`src/rtl/rob_ptr_ctrl_if.sv`:
```
// Front-end / commit-side signal bundle for the ROB pointer controller.
// master: allocation/commit/flush requester. slave: rob_ptr_ctrl.
interface rob_ptr_ctrl_if #(
  parameter int ROBsize     = 16,
  parameter int allocWidth  = 2,
  parameter int commitWidth = 2
);
  localparam int addrSize = $clog2(ROBsize);
  localparam int ACW      = $clog2(allocWidth + 1);
  localparam int CCW      = $clog2(commitWidth + 1);

  logic [ACW-1:0]      allocCount_i;
  logic [CCW-1:0]      commitCount_i;
  logic                flush_i;
  logic [addrSize:0]   flushTail_i;
  logic                allocGrant_o;
  logic                stall_o;
  logic [addrSize-1:0] head_o;
  logic [addrSize-1:0] tail_o;
  logic [addrSize:0]   tailPtr_o;
  logic [addrSize:0]   count_o;
  logic [addrSize:0]   freeSlots_o;
  logic                full_o;
  logic                empty_o;
  logic                error_o;

  modport master (
    output allocCount_i, commitCount_i, flush_i, flushTail_i,
    input  allocGrant_o, stall_o, head_o, tail_o, tailPtr_o,
           count_o, freeSlots_o, full_o, empty_o, error_o
  );

  modport slave (
    input  allocCount_i, commitCount_i, flush_i, flushTail_i,
    output allocGrant_o, stall_o, head_o, tail_o, tailPtr_o,
           count_o, freeSlots_o, full_o, empty_o, error_o
  );
endinterface

```
`src/rtl/rob_ptr_ctrl.sv`:
```
// Reorder-buffer head/tail pointer controller. Pointers carry one extra
// wrap bit so occupancy is exact from 0 to ROBsize; tail can be rolled
// back to a front-end checkpoint on a branch flush.
module rob_ptr_ctrl #(
  parameter int ROBsize     = 16,
  parameter int allocWidth  = 2,
  parameter int commitWidth = 2
) (
  input logic           clk_i,
  input logic           reset_i,
  rob_ptr_ctrl_if.slave rob
);
  localparam int addrSize = $clog2(ROBsize);
  localparam int PW       = addrSize + 1;

  logic [PW-1:0] head_ptr;
  logic [PW-1:0] tail_ptr;
  logic          err_q;

  logic [PW-1:0] count;
  logic [PW-1:0] free_slots;
  logic [PW-1:0] commit_req;
  logic [PW-1:0] alloc_req;
  logic [PW-1:0] eff_commit;
  logic [PW-1:0] new_head;
  logic [PW-1:0] flush_dist;
  logic [PW-1:0] live_dist;
  logic [PW-1:0] tail_nxt;
  logic          over_commit;
  logic          flush_ok;
  logic          grant;
  logic          err_nxt;

  // Occupancy, commit clamping, flush legality and next-pointer selection.
  always_comb begin
    count       = tail_ptr - head_ptr;
    free_slots  = PW'(ROBsize) - count;
    commit_req  = PW'(rob.commitCount_i);
    alloc_req   = PW'(rob.allocCount_i);
    over_commit = commit_req > count;
    eff_commit  = over_commit ? count : commit_req;
    new_head    = head_ptr + eff_commit;
    // Checkpoint is legal when it sits between the post-commit head and the
    // current tail; both distances are taken modulo 2*ROBsize from new_head.
    flush_dist  = rob.flushTail_i - new_head;
    live_dist   = tail_ptr - new_head;
    flush_ok    = flush_dist <= live_dist;
    // Grant looks at the registered count only: same-cycle commits do not
    // free space for this cycle's allocation.
    grant       = !reset_i && !rob.flush_i && (alloc_req <= free_slots);

    tail_nxt = tail_ptr;
    err_nxt  = err_q | over_commit;
    if (rob.flush_i) begin
      if (flush_ok) begin
        tail_nxt = rob.flushTail_i;
      end else begin
        tail_nxt = new_head;
        err_nxt  = 1'b1;
      end
    end else if (grant) begin
      tail_nxt = tail_ptr + alloc_req;
    end
  end

  // Pointer and sticky error registers.
  always_ff @(posedge clk_i) begin
    if (reset_i) begin
      head_ptr <= '0;
      tail_ptr <= '0;
      err_q    <= 1'b0;
    end else begin
      head_ptr <= new_head;
      tail_ptr <= tail_nxt;
      err_q    <= err_nxt;
    end
  end

  assign rob.allocGrant_o = grant;
  assign rob.stall_o      = (rob.allocCount_i != '0) && !grant;
  assign rob.head_o       = head_ptr[addrSize-1:0];
  assign rob.tail_o       = tail_ptr[addrSize-1:0];
  assign rob.tailPtr_o    = tail_ptr;
  assign rob.count_o      = count;
  assign rob.freeSlots_o  = free_slots;
  assign rob.full_o       = count == PW'(ROBsize);
  assign rob.empty_o      = count == '0;
  assign rob.error_o      = err_q;
endmodule
```
`src/flat_wrapper.sv`:
```
// flat-port wrapper written by rule: the top's interface ports become plain ports
module rob_ptr_ctrl_flat 
#(
  parameter int ROBsize     = 16,
  parameter int allocWidth  = 2,
  parameter int commitWidth = 2
)
  (clk_i, reset_i, rob_allocCount_i, rob_commitCount_i, rob_flush_i, rob_flushTail_i, rob_allocGrant_o, rob_stall_o, rob_head_o, rob_tail_o, rob_tailPtr_o, rob_count_o, rob_freeSlots_o, rob_full_o, rob_empty_o, rob_error_o);
  rob_ptr_ctrl_if #(.ROBsize(ROBsize), .allocWidth(allocWidth), .commitWidth(commitWidth)) rob_i ();
  input logic clk_i;
  input logic reset_i;
  input wire logic [$bits(rob_i.allocCount_i)-1:0] rob_allocCount_i;
  input wire logic [$bits(rob_i.commitCount_i)-1:0] rob_commitCount_i;
  input wire logic [$bits(rob_i.flush_i)-1:0] rob_flush_i;
  input wire logic [$bits(rob_i.flushTail_i)-1:0] rob_flushTail_i;
  output wire logic [$bits(rob_i.allocGrant_o)-1:0] rob_allocGrant_o;
  output wire logic [$bits(rob_i.stall_o)-1:0] rob_stall_o;
  output wire logic [$bits(rob_i.head_o)-1:0] rob_head_o;
  output wire logic [$bits(rob_i.tail_o)-1:0] rob_tail_o;
  output wire logic [$bits(rob_i.tailPtr_o)-1:0] rob_tailPtr_o;
  output wire logic [$bits(rob_i.count_o)-1:0] rob_count_o;
  output wire logic [$bits(rob_i.freeSlots_o)-1:0] rob_freeSlots_o;
  output wire logic [$bits(rob_i.full_o)-1:0] rob_full_o;
  output wire logic [$bits(rob_i.empty_o)-1:0] rob_empty_o;
  output wire logic [$bits(rob_i.error_o)-1:0] rob_error_o;
  assign rob_i.allocCount_i = rob_allocCount_i;
  assign rob_i.commitCount_i = rob_commitCount_i;
  assign rob_i.flush_i = rob_flush_i;
  assign rob_i.flushTail_i = rob_flushTail_i;
  assign rob_allocGrant_o = rob_i.allocGrant_o;
  assign rob_stall_o = rob_i.stall_o;
  assign rob_head_o = rob_i.head_o;
  assign rob_tail_o = rob_i.tail_o;
  assign rob_tailPtr_o = rob_i.tailPtr_o;
  assign rob_count_o = rob_i.count_o;
  assign rob_freeSlots_o = rob_i.freeSlots_o;
  assign rob_full_o = rob_i.full_o;
  assign rob_empty_o = rob_i.empty_o;
  assign rob_error_o = rob_i.error_o;
  rob_ptr_ctrl #(.ROBsize(ROBsize), .allocWidth(allocWidth), .commitWidth(commitWidth)) u_core (.clk_i(clk_i), .reset_i(reset_i), .rob(rob_i));
endmodule
```
`config.mk`:
```
export PLATFORM = sky130hd
export DESIGN_NAME = rob_ptr_ctrl_flat
export DESIGN_NICKNAME = d
export VERILOG_FILES = /design/src/rtl/rob_ptr_ctrl_if.sv /design/src/rtl/rob_ptr_ctrl.sv /design/src/flat_wrapper.sv
export SDC_FILE = /design/constraint.sdc
export NUM_CORES = 1
export LEC_CHECK = 0
export CAP_MARGIN = 20
export CORE_ASPECT_RATIO = 1.5
export CORE_MARGIN = 1.5
export CORE_UTILIZATION = 45
export CTS_CLUSTER_DIAMETER = 200
export DETAILED_ROUTE_END_ITERATION = 8
export PLACE_DENSITY = 0.76
export SKIP_CTS_REPAIR_TIMING = 1
export SLEW_MARGIN = 20
export SYNTH_ARGS = -nofsm -noshare
export SYNTH_HDL_FRONTEND = slang
export SYNTH_SLANG_ARGS = --single-unit
```
`constraint.sdc`:
```
create_clock -name clk_i -period 5.9 [get_ports clk_i]
set_clock_uncertainty 0.15 [all_clocks]
set_input_delay 1.18 -clock clk_i [delete_from_list [all_inputs] [get_ports clk_i]]
set_output_delay 1.18 -clock clk_i [all_outputs]
set_load 0.02 [all_outputs]
```
After elaboration in Yosys (flattened, before gate mapping)
Cells that the tools add are included.

Register bits: 11. Bits in latches: 0. Bits in writable memories: 0. Memory bits (read-only): 0. Output and inout port bits: 28. Logic and storage cells: 29. Memories: 0.

$add $sub $neg: 6. Multipliers: 0. Divide/modulo/power cells: 0. $lt $le $gt $ge: 3. Equality and inequality tests: 1. Shift-type cells: 0. Multiplexer cells: 6. Bitwise gates (word level): 1. Reductions and logical operators: 9.

Operator list (count): $mux W5 (4); $sub A5 B5 Y5 (3); $add A5 B2 Y5 (1); $add A5 B5 Y5 (1); $eq A5 B5 Y1 const B (1); $gt A2 B5 Y1 (1); $le A2 B5 Y1 (1); $le A5 B5 Y1 (1); $logic_not A5 Y1 (1); $sub A5 B5 Y5 const A (1); $reduce_bool A2 Y1 (2); $logic_and A1 B1 Y1 (3); $logic_not A1 Y1 (3); $mux W1 (2); $or A1 B1 Y1 (1).

Logic depth before layout (Yosys ltp)
Depth in word-level cells: 8. Depth in mapped cells: 28.

Least setup slack after synthesis
No wires, ideal clock.

Path kind: register to register. Start point: reg u_core.tail_ptr[0] (netlist: u_core.rob.tailPtr_o[0]). End point: reg u_core.tail_ptr[3] (netlist: u_core.rob.tailPtr_o[3]). Arrival: 5.897 ns. Required time: 5.690 ns. Setup slack: -0.207 ns. Cell stages (with the launch flop): 25. Buffers on the path: 0. Clock period less this slack: 6.107 ns. Cell sequence: dfxtp_1 inv_1 ha_1 inv_1 fa_1 inv_1 ha_1 a2111oi_0 nand2_1 o21ai_0 ha_1 inv_1 fa_1 ha_1 a21o_1 maj3_1 xor2_1 xnor2_1 ha_1 o21ai_0 a21oi_1 o31ai_2 mux2_2 o221ai_2 o311a_1.

Cells in the longest elaborated chain, start to end: 8. Elaborated cells on any way between the ends: 15.

RTL lines: start, declared (line rob_ptr_ctrl.sv:17) `logic [PW-1:0] tail_ptr;`; start signal, assigned (line rob_ptr_ctrl.sv:74) `tail_ptr <= tail_nxt;`; $sub A5 B5 Y5 * (line rob_ptr_ctrl.sv:36) `count = tail_ptr - head_ptr;`; via rob_count_o[1] (line flat_wrapper.sv:21) `output wire logic [$bits(rob_i.count_o)-1:0] rob_count_o;`; $gt A2 B5 Y1 (line rob_ptr_ctrl.sv:40) `over_commit = commit_req > count;`; $mux W5 (line rob_ptr_ctrl.sv:41) `eff_commit = over_commit ? count : commit_req;`; $add A5 B5 Y5 (line rob_ptr_ctrl.sv:42) `new_head = head_ptr + eff_commit;`; $sub A5 B5 Y5, on equally long branches (line rob_ptr_ctrl.sv:45, rob_ptr_ctrl.sv:46); $le A5 B5 Y1 (line rob_ptr_ctrl.sv:47) `flush_ok = flush_dist <= live_dist;`; $mux W5 (line rob_ptr_ctrl.sv:55) `if (flush_ok) begin`; $mux W5 (line rob_ptr_ctrl.sv:54) `if (rob.flush_i) begin`.

Mark *: on every way through the listed nets, which the timed path passes. The rest lies on a longest branch. The select of a mux whose other input is x is not followed. A chain may end at the register's enable or synchronous reset.

Worst setup path in the final report
Start point: reg u_core.tail_ptr[0] (netlist: u_core.rob.tailPtr_o[0]). End point: reg u_core.tail_ptr[3] (netlist: u_core.rob.tailPtr_o[3]).

Cells in the longest elaborated chain, start to end: 8. Elaborated cells on any way between the ends: 15.

RTL lines (line): $sub A5 B5 Y5 (rob_ptr_ctrl.sv:36); $gt A2 B5 Y1 (rob_ptr_ctrl.sv:40); $mux W5 (rob_ptr_ctrl.sv:41); $add A5 B5 Y5 (rob_ptr_ctrl.sv:42); $sub A5 B5 Y5, on equally long branches (rob_ptr_ctrl.sv:45, rob_ptr_ctrl.sv:46); $le A5 B5 Y1 (rob_ptr_ctrl.sv:47); $mux W5 (rob_ptr_ctrl.sv:55); $mux W5 (rob_ptr_ctrl.sv:54).

Parallel ways exist; a longest one is shown, timed or not. The select of a mux whose other input is x is not followed.

==> results by group <==
Logic synthesis
  • Ys Warns: 0
  • Top FF cell, synth: dfxtp_1
  • Mapped Area: 1610 um2
  • Synthesized area per cell: 8.32 um2
  • Sequential share of the synthesized area: 0.137
  • Synthesized netlist cell count: slightly below 200
  • Async SR Flop Fraction: 0
  • Yosys reg bits: 11
  • EDFF count, synth: 0
  • Number of distinct library cells after synthesis: 43

Place
  • # port buffers: 39
  • Inst Count DP: 281
  • DP HPWL: 3170 um
  • Placer Congestion: 0.884
  • Placed cell areas: 2120 um2

Clock tree
  • CTS Sinks: 11
  • CTS Buf Count: 3
  • Clk slew on worst S/H paths: ~60 ps
  • Clock latency on the worst-skew pair: 240 ps
  • Clock tree buffer depth: 2
  • Clock root cell: clkbuf_8
  • CTS tree: yes
  • H-tree levels: 1

GRT
  • Number of global-route vias before repair: 1443
  • Largest net degree at the start of global routing: 16
  • Antenna violations before repair: 0
  • Overflow after GRT: 0
  • First-pass GRT wire length: 6540 um
  • Total Routing Usage GR: 0.217

Worst hold path
  • Type of the worst min-delay path: flop to flop

Layout
  • Final non-filler cell total: 287
  • Ant diodes: 0
  • Synthesis-to-finish area growth: 40.9%
  • Final #Nets: approximately 290
  • Share of cells above drive strength 1: 0.212
  • Fin area: 2260 um2

Drt
  • Vias per cell: around 5
  • Post-route antenna net violation count: 0
  • Drt total wl: 3850 um
  • DR vias: approximately 1500
  • WL/cell: 13.4 um
  • DR iter-0 viols: 21
  • DRC: 0
  • Pre-antenna DRT Iters: 4

Job
  • Max-cap violation count: 0

Worst setup path
  • Startpoint class of the critical path: flop
  • Critical path class: flop to flop
  • CP max FO: 6
  • Arrival time worst endpoint: 5650 ps
  • Critical Path End Type: flop
  • Worst path required time: 5940 ps

Timing
  • Max_slew headroom: 0.652
  • Hold WS: 381 ps
  • FMAX: 0.178 GHz
  • Slew @ Worst Pin: 521 ps
  • Final Critical Period: about 5600 ps
  • Setup Viol. Count Final: 0
  • Slew Viols, Final: 0
  • Fin Setup TNS: 0 ps
  • Final worst-path cycle share: 0.951
  • Final Hold Viols: 0

Floorplanning
  • # IOs: 40
  • Die width: 51.8 um
  • DIE AREA: 3940 um2
  • Cell Rows: 26
  • Die H: ~76 um
  • Initial core utilization: 0.470
  • Core area: 3420 um2

Run status
  • Status: complete, no violations
area by class of cell:
cell class / instances / area [um2]
multi-input combinational: 141 / 1280
clock buffer: 4 / 45.0
fill: 285 / 1150
timing repair buffer: 59 / 549
sequential: 11 / 223
inverter: 30 / 113
tap: 42 / 52.6
logic make-up after synthesis:
| family | share of synthesized area |
|---|---|
| buf+inv | 0.119 |
| compound gates | 0.185 |
| simple gates | 0.115 |
| fa+ha+maj | 0.283 |
| xor+xnor | 0.120 |
| flops | 0.137 |
| mux | 0.0382 |
| other cells | 0.00233 |
worst paths after layout:
check                                from  cells past startpoint                       to  slack (ps)
hold / removal         u_core.rob.error_o                      2       u_core.rob.error_o         380
setup reg to reg  u_core.rob.tailPtr_o[0]                     25  u_core.rob.tailPtr_o[3]         290
hold reg to reg        u_core.rob.error_o                      2       u_core.rob.error_o         380
setup / recovery  u_core.rob.tailPtr_o[0]                     25  u_core.rob.tailPtr_o[3]         290
state kept, by name, indices dropped and copies added, names as in the netlist:
| register | count |
|---|---|
| u_core.rob.tailPtr_o | 5 |
| u_core.rob.error_o | 1 |
| u_core.head_ptr | 5 |
critical path, stage by stage, from the launching register on:
cell,delay [ps]
dfxtp_2,350
inv_2,80
ha_2,180
inv_1,50
fa_1,490
inv_1,80
ha_4,280
a21oi_1,70
a2111oi_2,210
nand2_1,130
o21ai_1,160
ha_2,190
inv_1,60
fa_2,570
ha_1,230
a21o_1,160
maj3_1,360
xor2_1,160
xnor2_1,200
ha_1,290
o21ai_2,80
a21oi_2,60
o31ai_4,280
mux2_4,340
o221ai_2,150
o311a_1,170
layout by cell type, fill, tap and decap left out, types with 3 or more instances in the layout:
master / netlist / routed
clkdlybuf4s50_1: 0 / 37
inv_1: 30 / 28
ha_1: 26 / 22
buf_4: 9 / 19
nor2_1: 15 / 14
xnor2_1: 13 / 13
a21oi_1: 15 / 12
dfxtp_1: 11 / 9
xor2_1: 9 / 8
nand2_1: 5 / 5
mux2i_1: 5 / 5
o21ai_0: 6 / 4
a21o_1: 3 / 3
maj3_1: 3 / 3
a21oi_2: 0 / 3
nor2b_1: 3 / 3
fa_2: 0 / 3
clkbuf_8: 0 / 3
stage by stage:
step	utilization	setup WS [ps]
after floorplan	-	13.0
after global placement	0.621	-168
after detailed placement	0.621	-275
after CTS	0.634	-41.2
after global routing	0.663	-10.6
final	0.663	291
synth_stat cells (all sizes together), types with 2 or more instances:
library cell / count / area (um2)
nor2b: 4 / 27.5
a211o: 2 / 17.5
xor2: 9 / 78.8
maj3: 3 / 30.0
inv: 30 / 113
o311a: 2 / 21.3
a21o: 5 / 40.0
nor2: 15 / 56.3
nor3: 2 / 10.0
dfxtp: 11 / 220
and2: 3 / 18.8
buf: 9 / 67.6
xnor2: 13 / 114
o21ai: 6 / 30.0
mux2i: 5 / 50.1
ha: 26 / 325
fa: 5 / 100
a21oi: 16 / 91.3
nand2: 5 / 18.8
a211oi: 2 / 15.0
clkbuf: 3 / 11.3
routing by layer:
layer | global-route usage | part of all wire | up-vias
li1 | - | - | 746
met1 | 0.239 | 0.39 | 651
met2 | 0.390 | 0.54 | 43
met3 | 0.0235 | 0.032 | 10
met4 | 0.116 | 0.031 | 0
met5 | 0 | 0 | -
Power is not shown: default switching activity piles up to over one toggle a cycle in this logic, so the estimate is an artifact.
